<file path="src/rtl/register_read_responder.sv">
// register_read_responder: takes one read address per request over an AR-style
// valid/ready channel and returns the selected register word from a flattened bank.
// The word comes back over an R-style valid/ready channel with an OKAY or SLVERR response.
// It also pulses a one-hot read strobe in the first response cycle, so upstream
// logic can implement clear-on-read.
//
// Ports:
//   clock, reset              rising-edge clock, synchronous active-high reset
//   araddr/arvalid/arready    read address channel (word address)
//   rdata/rresp/rvalid/rready read response channel (2'b00 OKAY, 2'b10 SLVERR)
//   regs_i                    register bank, word i at regs_i[i*WIDTH +: WIDTH]
//   read_strobe_o             one-hot, single-cycle pulse per accepted in-range read
//
// Timing: the data is sampled on the acceptance edge, and rvalid is high in the next cycle.
// With rready held high, each read takes two cycles.
// Backpressure: while rvalid is high and rready is low, the response is held stable.
// arready stays low until the response handshake completes.
// The bank must fit the address space: 2**ADDR_WIDTH >= NUM_REGS.
module register_read_responder #(
  parameter int NUM_REGS   = 8,
  parameter int WIDTH      = 32,
  parameter int ADDR_WIDTH = 3
) (
  input  logic                      clock,
  input  logic                      reset,
  input  logic [ADDR_WIDTH-1:0]     araddr,
  input  logic                      arvalid,
  output logic                      arready,
  output logic [WIDTH-1:0]          rdata,
  output logic [1:0]                rresp,
  output logic                      rvalid,
  input  logic                      rready,
  input  logic [NUM_REGS*WIDTH-1:0] regs_i,
  output logic [NUM_REGS-1:0]       read_strobe_o
);

  localparam logic [1:0] RESP_OKAY   = 2'b00;
  localparam logic [1:0] RESP_SLVERR = 2'b10;

  typedef enum logic {
    IDLE = 1'b0,
    RESP = 1'b1
  } state_e;

  state_e                state_q,   state_d;
  logic                  arready_q, arready_d;
  logic                  rvalid_q,  rvalid_d;
  logic [WIDTH-1:0]      rdata_q,   rdata_d;
  logic [1:0]            rresp_q,   rresp_d;
  logic [NUM_REGS-1:0]   strobe_q,  strobe_d;

  // Address decode. The loop only visits implemented registers, so an
  // out-of-range address matches nothing. That gives a zero word, an empty
  // strobe vector and in_range=0, with no out-of-bounds part-selects.
  logic [WIDTH-1:0]      word_sel;
  logic [NUM_REGS-1:0]   hit_vec;
  logic                  in_range;

  always_comb begin
    word_sel = '0;
    hit_vec  = '0;
    for (int i = 0; i < NUM_REGS; i++) begin
      if (araddr == i[ADDR_WIDTH-1:0]) begin
        word_sel   = regs_i[i*WIDTH +: WIDTH];
        hit_vec[i] = 1'b1;
      end
    end
    in_range = |hit_vec;
  end

  // Next-state and next-output logic.
  always_comb begin
    state_d   = state_q;
    arready_d = arready_q;
    rvalid_d  = rvalid_q;
    rdata_d   = rdata_q;
    rresp_d   = rresp_q;
    // The strobe is a single-cycle pulse. It is only ever set on the acceptance
    // edge, so it is low again in the second response cycle.
    strobe_d  = '0;

    unique case (state_q)
      IDLE: begin
        // arready rises on the first edge seen with reset low.
        arready_d = 1'b1;
        if (arvalid && arready_q) begin
          rdata_d   = word_sel;
          rresp_d   = in_range ? RESP_OKAY : RESP_SLVERR;
          strobe_d  = hit_vec;
          rvalid_d  = 1'b1;
          arready_d = 1'b0;
          state_d   = RESP;
        end
      end

      RESP: begin
        // araddr, arvalid and regs_i are ignored here.
        // rdata and rresp hold until the handshake.
        if (rvalid_q && rready) begin
          rvalid_d  = 1'b0;
          arready_d = 1'b1;
          state_d   = IDLE;
        end
      end

      default: begin
        state_d   = IDLE;
        arready_d = 1'b0;
        rvalid_d  = 1'b0;
      end
    endcase
  end

  always_ff @(posedge clock) begin
    if (reset) begin
      state_q   <= IDLE;
      arready_q <= 1'b0;
      rvalid_q  <= 1'b0;
      rdata_q   <= '0;
      rresp_q   <= RESP_OKAY;
      strobe_q  <= '0;
    end else begin
      state_q   <= state_d;
      arready_q <= arready_d;
      rvalid_q  <= rvalid_d;
      rdata_q   <= rdata_d;   // not cleared after handshake
      rresp_q   <= rresp_d;
      strobe_q  <= strobe_d;
    end
  end

  assign arready       = arready_q;
  assign rvalid        = rvalid_q;
  assign rdata         = rdata_q;
  assign rresp         = rresp_q;
  assign read_strobe_o = strobe_q;

endmodule
</file>
<file path="config.mk">
export PLATFORM = sky130hd
export DESIGN_NAME = register_read_responder
export DESIGN_NICKNAME = d
export VERILOG_FILES = /design/src/rtl/register_read_responder.sv
export SDC_FILE = /design/constraint.sdc
export NUM_CORES = 1
export LEC_CHECK = 0
export ABC_AREA = 1
export CAP_MARGIN = 5
export CORE_AREA = 2 2 119 121
export DETAILED_ROUTE_END_ITERATION = 12
export DIE_AREA = 0 0 121 123
export GPL_TIMING_DRIVEN = 1
export PLACE_DENSITY = 0.7
export SLEW_MARGIN = 40
export SYNTH_ARGS = -nofsm -noshare
export SYNTH_HDL_FRONTEND = slang
export SYNTH_SLANG_ARGS = --single-unit
</file>
<file path="constraint.sdc">
create_clock -name clock -period 2.05 [get_ports clock]
set_input_delay 0.3075 -clock clock [delete_from_list [all_inputs] [get_ports clock]]
set_output_delay 0.3075 -clock clock [all_outputs]
set_load 0.01 [all_outputs]
</file>
Word level (Yosys, flattened, before mapping)
Cells that the tools add are included.
- memories kept: 0
- bits in registers: 45
- latch bits: 0
- bits in read-only memories: 0
- input bits: 263
- output and inout port bits: 44
- memory bits (writable): 0
- equal/unequal tests: 9
- magnitude comparators: 0
- add/sub/neg operators: 0
- shifts and indexed selects: 0
- $mul: 0
- multiplexer cells: 26
- div/mod/pow operators: 0
- bitwise gates (word level): 2
- reductions and logical operators: 7
- operators with widths (cell ; count):
    2-to-1 mux 32 bit ; 8
    2-to-1 mux 1 bit ; 14
    equality test 3 bit (second input constant) ; 4
    OR reduction 8 bit ; 1
    equality test 3 x 2 -> 1 bit (second input constant) ; 2
    one-hot mux 1 bit (2 select lines) ; 3
    AND reduction 2 bit ; 2
    equality test 3 x 1 -> 1 bit (second input constant) ; 1
    zero test 3 bit ; 1
    OR reduction 3 bit ; 1
    logical AND 1 bit ; 2
    2-to-1 mux 2 bit ; 1
    inequality test 2 x 1 -> 1 bit (second input constant) ; 1
    inequality test 2 bit (second input constant) ; 1
    inverter 1 bit ; 2

Longest topological paths before layout
Gate-level depths: netlist (run 1).
- word-level depth: 9
- depth in mapped cells: 12
- depth with buffers taken out: 9

Least setup slack after synthesis (run 1)
No wires, ideal clock.
- path type: input to register
- start point: input araddr[0]
- end point: register rdata_q[11] (netlist: rdata[11])
- arrival time: 1.391 ns
- stages on the path: 9
- setup slack: 0.526 ns
- library setup time: 0.132 ns
- cells stage by stage: buf_4 -> inv_1 -> nor3_2 -> clkinv_1 -> clkbuf_1 -> nor2_1 -> nor2_1 -> nand2_1 -> a21oi_1
- longest elaborated chain between the ends: 9
- ends and longest elaborated chain (what ; line ; RTL):
    start, declared ; 26 ; input logic [ADDR_WIDTH-1:0] araddr,
    zero test 3 bit ; 63 ; if (araddr == i[ADDR_WIDTH-1:0]) begin
    2-to-1 mux 32 bit (7 in series) ; 63 ;
    2-to-1 mux 32 bit * ; 63 ;
    end signal, assigned ; 126 ; rdata_q <= rdata_d;
    end, declared ; 48 ; logic [WIDTH-1:0] rdata_q, rdata_d;
Every way passes the cells marked *; elsewhere a longest branch is shown, timed or not.
A chain may end at the register's enable or synchronous reset.

Worst setup path in the final report (run 1)
- start point: input araddr[2]
- end point: register rdata_q[27] (netlist: rdata[27])
Same word-level chain as after synthesis.

==> key figures, run 1 <==
STA
  – Pins over their slew limit: 0
  – Setup_tns: 0 ps
  – Rel. slew slack: 58.9%
  – Fin Hold WS: 451 ps
  – Period utilization: 87.0%
  – Final setup viols: 0
  – Final WS setup: 266 ps
  – Worst-Margin Slew: 612 ps
  – Max Clock Freq: 0.560 GHz
  – Hold Vio Cnt, Final: 0
  – Period minus WS final: 1780 ps
  – Skew final: 6.29 ps
  – RSZ-0062 raised after global routing: no

Setup path
  – CP Class: in -> reg
  – Critical-path maximum fanout: 20
  – Setup crit start kind: input pin
  – CP Data Required Time: 2280 ps
  – CP Capture Type: register
  – Arrival time worst endpoint: 2020 ps
  – R2r setup slk: 610 ps
  – Reg2Reg Capture Point: rdata[0]$_SDFFE_PP0P_
  – Reg2reg start: arready$_SDFFE_PP0P_
  – Worst Reg-to-Reg Cells: 6

Power and ir drop
  – Combinational power share: 40.6%
  – Reg power frac: 31.8%
  – PD cells: 410 nW/um2
  – Leak pwr: 2.90 nW
  – Clock share of power: 27.6%
  – Internal: 2.04 mW
  – Worst vdd ir: 0.298 mV
  – Switching Share: 30.3%
  – Tot Pwr: 2.93 mW
  – Switching power: 0.886 mW

Global route
  – Antenna violations before repair: 0
  – M1 GR Usage: 31.5%
  – First-pass GRT wire length: 29.6 mm
  – Number of global-route vias before repair: 5505
  – Grt met3 use: 5.21%
  – Gr busiest metal: met2
  – Total track usage: 25.9%
  – Met2 usage: 44.0%
  – Global route overflow: 0
  – Largest net degree at the start of global routing: 49

Status
  – Status: finished, final reports clean

Die
  – Io pins: 307
  – Core Rows: 43
  – Die Wd: 121 um
  – Initial Util: 27.1%
  – Die Y: 123 um
  – Die area: 14900 um2
  – Core Region: 13600 um2

Place
  – Post-detail-place hpwl: 15.4 mm
  – Placed Area: 7000 um2
  – Place WS: -47.2 ps
  – Placed insts: 1125
  – GP Congestion: 0.983
  – IO Port Bufs: 305

Clock tree
  – Sink Count: 44
  – Postcts setup bufs: 0
  – Resize count post-CTS: 0
  – CTS Hold Bufs: 0
  – Clock slew at the register clock pins of the worst setup and hold paths: 70 ps
  – H-tree levels: 2
  – Skew-Pair Late Insertion Delay: 300 ps
  – CTS tree: yes
  – Root buffer cell: clkbuf_16
  – Clock buffer count from CTS: 5
  – Max Root-Sink Buffers: 2

Yosys
  – Avg Cell Area, Syn: 5.57 um2
  – Mapped cell area: 3680 um2
  – Mapped Cells: 661
  – Post-synthesis register bit count: 44
  – Netlist cell types: 25
  – Ys Warns: 0
  – Seq/Total Area, Yosys: 23.9%
  – Net Count, Synth: 924

Cells and area
  – Final Util: 52.4%
  – Final Non-Filler Cells: 1132
  – Commonest non-fill, non-tap cell in the layout: clkdlybuf4s50_1
  – Final #Nets: 1215
  – Area grow syn2layout: 93.6%
  – Commonest cells after routing, fill and taps aside: clkdlybuf4s50_1, nand2_1, nor2_1
  – Fin area: 7130 um2
  – Antenna diode count: 0
  – Layout cells sized above 1: 5.36%

Detailed routing
  – Vias: 5603
  – Drc violations: 0
  – Post-DR wirelength/cell: 17.5 um
  – Pre-antenna DRT Iters: 5
  – DRT antenna net count: 0
  – Mean number of vias per cell: 4.95
  – Final wirelength: 19.8 mm
  – Iteration-0 DRC Markers: 363

Min path
  – Hold crit path type: reg -> reg
  – Worst min-delay path startpoint: rresp[1]$_SDFFE_PP0P_
  – Hold Crit Depth: 2
  – WHS Endpoint: rresp[1]$_SDFFE_PP0P_

Flow run
  – Max Cap Viol: 0
==> worst max-delay path: stages <==
cell and delay (ps):
clkdlybuf4s50_1 570, inv_2 110, buf_12 160, nor3_4 110, buf_4 310, a21oi_1 120, nand4_1 130, nand2_1 60
a21oi_1 110
==> logic make-up (layout without fill, tap and decap cells) <==
group / after synthesis / in the layout / synth area share [%]
AO/OA/AOI/OAI: 73 / 73 / 10.3
AND/OR/NAND/NOR: 443 / 443 / 53.8
buffers and inverters: 100 / 391 / 11.9
other: 1 / 1 / 0.102
flip-flops: 44 / 44 / 23.9
==> state kept, by name, indices dropped and copies added (netlist names) <==
name,count
arready,1
rdata,32
read_strobe_o,8
rresp,1
rvalid,1
state_q,1
==> worst max-delay path by stage <==
stage | startpoint | to | cells after the start
after floorplan | araddr[0] | rdata[11]$_SDFFE_PP0P_ | 9
after detailed placement | araddr[2] | rdata[27]$_SDFFE_PP0P_ | 9
after global routing | araddr[2] | rdata[20]$_SDFFE_PP0P_ | 9
after global placement | araddr[2] | rdata[20]$_SDFFE_PP0P_ | 9
after CTS | araddr[2] | rdata[27]$_SDFFE_PP0P_ | 9
final | araddr[2] | rdata[27]$_SDFFE_PP0P_ | 9
==> cells in the mapped netlist (all sizes together) <==
cell / count / area (um2)
nand4: 84 / 526
clkbuf: 22 / 82.6
dfxtp: 44 / 881
clkinv: 2 / 7.51
inv: 46 / 175
nor4: 2 / 12.5
nor3: 4 / 36.3
a211oi: 1 / 7.51
nand2: 159 / 597
nor2: 138 / 523
nand3: 56 / 285
o21ai: 6 / 30.0
conb: 1 / 3.75
buf: 30 / 174
a21oi: 66 / 342
==> layout make-up <==
class | count | area [um2]
Multi-Input combinational cell | 517 | 2370
Clock inverter | 1 | 5.00
Fill cell | 1339 | 6480
Inverter | 48 | 183
Clock buffer | 6 | 129
Timing Repair Buffer | 336 | 3340
Tap cell | 180 | 225
Sequential cell | 44 | 881
==> power groups by stage <==
| stage | Sequential [mW] | Combinational (mW) | Clock [mW] |
|---|---|---|---|
| final | 0.931 | 1.19 | 0.809 |
| after global routing | 0.936 | 1.29 | 0.863 |
| after CTS | 0.930 | 1.19 | 0.824 |
| after detailed placement | 0.948 | 1.18 | 0 |
| after global placement | 0.949 | 1.18 | 0 |
| after floorplan | 0.965 | 0.405 | 0 |
==> layer usage <==
layer  up-vias  routed length (um)
met5         -                   0
met4         0                 706
met3        46                1730
met2       304                9350
met1      2471                8030
li1       2782                   -
(Power assumes the default switching activity.)
==> inputs of run 2 (changes only) <==
--- a/config.mk
+++ b/config.mk
@@ -6,12 +6,13 @@
 export NUM_CORES = 1
 export LEC_CHECK = 0
 export ABC_AREA = 1
-export CAP_MARGIN = 5
+export CAP_MARGIN = 20
 export CORE_AREA = 2 2 119 121
 export DETAILED_ROUTE_END_ITERATION = 12
 export DIE_AREA = 0 0 121 123
 export GPL_TIMING_DRIVEN = 1
 export PLACE_DENSITY = 0.7
+export SETUP_SLACK_MARGIN = 0.1
 export SLEW_MARGIN = 40
 export SYNTH_ARGS = -nofsm -noshare
 export SYNTH_HDL_FRONTEND = slang
==> run 2 against run 1 <==
Against the previous run: first-iteration DRC count unchanged; sequential power about the same; cell count unchanged; utilization about the same; sequential cell count unchanged; global-route usage unchanged; clock skew unchanged; register-to-register slack about the same; clock-buffer cell count unchanged; critical path depth unchanged; combinational power about the same; highest routed layer unchanged.
==> key figures, run 2 (synthesis gave the netlist of run 1 again) <==
Status
  – Status: finished, final reports clean

STA
  – Worst-Margin Slew: 612 ps (unchanged)
  – Period minus WS final: 1790 ps (+7.36 ps)
  – Final setup viols: 0 (unchanged)
  – Final WS setup: 258 ps (-7.36 ps)
  – Period utilization: 87.4% (+0.36 points)
  – Hold Vio Cnt, Final: 0 (unchanged)
  – Max Clock Freq: 0.558 GHz (-0.41%)
  – Fin Hold WS: 451 ps (unchanged)
  – RSZ-0062 raised after global routing: no
  – Pins over their slew limit: 0 (unchanged)
  – Setup_tns: 0 ps (unchanged)
  – Skew final: 6.29 ps (unchanged)
  – Rel. slew slack: 58.9% (unchanged)

Power and ir drop
  – PD cells: 410 nW/um2 (about the same)
  – Clock share of power: 27.6% (about the same)
  – Reg power frac: 31.8% (about the same)
  – Combinational power share: 40.6% (about the same)
  – Switching Share: 30.3% (about the same)
  – Tot Pwr: 2.93 mW (about the same)
  – Leak pwr: 2.90 nW (about the same)
  – Worst vdd ir: 0.298 mV (unchanged)
  – Switching power: 0.886 mW (about the same)
  – Internal: 2.04 mW (about the same)

Clock tree
  – CTS tree: yes
  – Sink Count: 44 (unchanged)
  – Max Root-Sink Buffers: 2 (unchanged)
  – H-tree levels: 2 (unchanged)
  – Clock buffer count from CTS: 5 (unchanged)
  – CTS Hold Bufs: 0 (unchanged)
  – Postcts setup bufs: 0 (unchanged)
  – Resize count post-CTS: 0 (unchanged)
  – Skew-Pair Late Insertion Delay: 300 ps (about the same)
  – Clock slew at the register clock pins of the worst setup and hold paths: 70 ps (about the same)
  – Root buffer cell: clkbuf_16

Setup path
  – Arrival time worst endpoint: 2020 ps (about the same)
  – Worst Reg-to-Reg Cells: 6 (unchanged)
  – Setup crit start kind: input pin
  – CP Data Required Time: 2280 ps (about the same)
  – Critical-path maximum fanout: 20 (unchanged)
  – CP Capture Type: register
  – Reg2reg start: arready$_SDFFE_PP0P_
  – Reg2Reg Capture Point: rdata[0]$_SDFFE_PP0P_
  – R2r setup slk: 610 ps (about the same)
  – CP Class: in -> reg

Cells and area
  – Commonest cells after routing, fill and taps aside: clkdlybuf4s50_1, nand2_1, nor2_1
  – Layout cells sized above 1: 5.36% (unchanged)
  – Antenna diode count: 0 (unchanged)
  – Area grow syn2layout: 93.7% (about the same)
  – Max reg flops: 32 (unchanged)
  – Commonest non-fill, non-tap cell in the layout: clkdlybuf4s50_1
  – Final #Nets: 1215 (unchanged)

Global route
  – First-pass GRT wire length: 29.6 mm (unchanged)
  – Total track usage: 25.9% (unchanged)
  – Number of global-route vias before repair: 5505 (unchanged)
  – Antenna violations before repair: 0 (unchanged)
  – Largest net degree at the start of global routing: 49 (unchanged)
  – Global route overflow: 0 (unchanged)

Min path
  – WHS Endpoint: rresp[1]$_SDFFE_PP0P_
  – Hold Crit Depth: 2 (unchanged)
  – Worst min-delay path startpoint: rresp[1]$_SDFFE_PP0P_
  – Hold crit path type: reg -> reg

Detailed routing
  – Final wirelength: 19.8 mm (about the same)
  – Pre-antenna DRT Iters: 5 (unchanged)
  – Mean number of vias per cell: 4.95 (about the same)
  – Post-DR wirelength/cell: 17.5 um (about the same)
  – Iteration-0 DRC Markers: 363 (unchanged)
  – Vias: 5604 (+0.018%)
  – Drc violations: 0 (unchanged)
  – DRT antenna net count: 0 (unchanged)

Die
  – Die Y: 123 um (unchanged)
  – Io pins: 307 (unchanged)
  – Initial Util: 27.1% (unchanged)
  – Core Region: 13600 um2 (unchanged)
  – Die Wd: 121 um (unchanged)
  – Die area: 14900 um2 (unchanged)
  – Core Rows: 43 (unchanged)

Place
  – Place WS: -47.2 ps (unchanged)
  – GP Congestion: 0.983 (unchanged)
  – IO Port Bufs: 305 (unchanged)
  – Post-detail-place hpwl: 15.4 mm (unchanged)

Flow run
  – Max Cap Viol: 0 (unchanged)
[run 2: worst max path at each step]
stage	depth (start not counted)	end	from
after global placement	9	rdata[20]$_SDFFE_PP0P_	araddr[2]
after CTS	9	rdata[27]$_SDFFE_PP0P_	araddr[2]
after global routing	9	rdata[12]$_SDFFE_PP0P_	araddr[2]
final	9	rdata[27]$_SDFFE_PP0P_	araddr[2]
after floorplan	9	rdata[11]$_SDFFE_PP0P_	araddr[0]
after detailed placement	9	rdata[27]$_SDFFE_PP0P_	araddr[2]
[run 2: area by class of cell]
type / count / area (um2)
Fill cell: 1338 / 6480
Timing Repair Buffer: 336 / 3340
Multi-Input combinational cell: 517 / 2370
Sequential cell: 44 / 881
Tap cell: 180 / 225
Inverter: 48 / 183
Clock buffer: 6 / 129
Clock inverter: 1 / 5.00
[run 2: critical path, cell delays in order]
cell             delay, ps
clkdlybuf4s50_1        570
inv_2                  120
buf_12                 160
nor3_4                 110
buf_4                  310
a21oi_1                120
nand4_1                130
nand2_1                 60
a21oi_1                110
[run 2: power by group through the flow]
stage / clock network, mW / registers (mW) / logic, mW
6_report: 0.809 / 0.931 / 1.19
5_1_grt: 0.863 / 0.936 / 1.29
4_1_cts: 0.824 / 0.930 / 1.19
3_5_place_dp: 0 / 0.948 / 1.18
3_3_place_gp: 0 / 0.949 / 1.18
2_1_floorplan: 0 / 0.965 / 0.405
[run 2: stage by stage]
step | utilization, % | cell area, um2 | std cells
CTS | 52.4 | 7130 | 1132
global placement | 51.4 | 7000 | 1125
detailed placement | 51.4 | 7000 | 1125
floorplan | - | 3680 | 661
global route | 52.4 | 7130 | 1132
finish | 52.4 | 7130 | 1132
[run 2: metal layers]
layer | GRT usage [%] | vias up | routed length, um
li1 | - | 2782 | -
met1 | 31.5 | 2472 | 8030
met2 | 44.0 | 304 | 9350
met3 | 5.21 | 46 | 1730
met4 | 11.8 | 0 | 706
met5 | 0 | - | 0
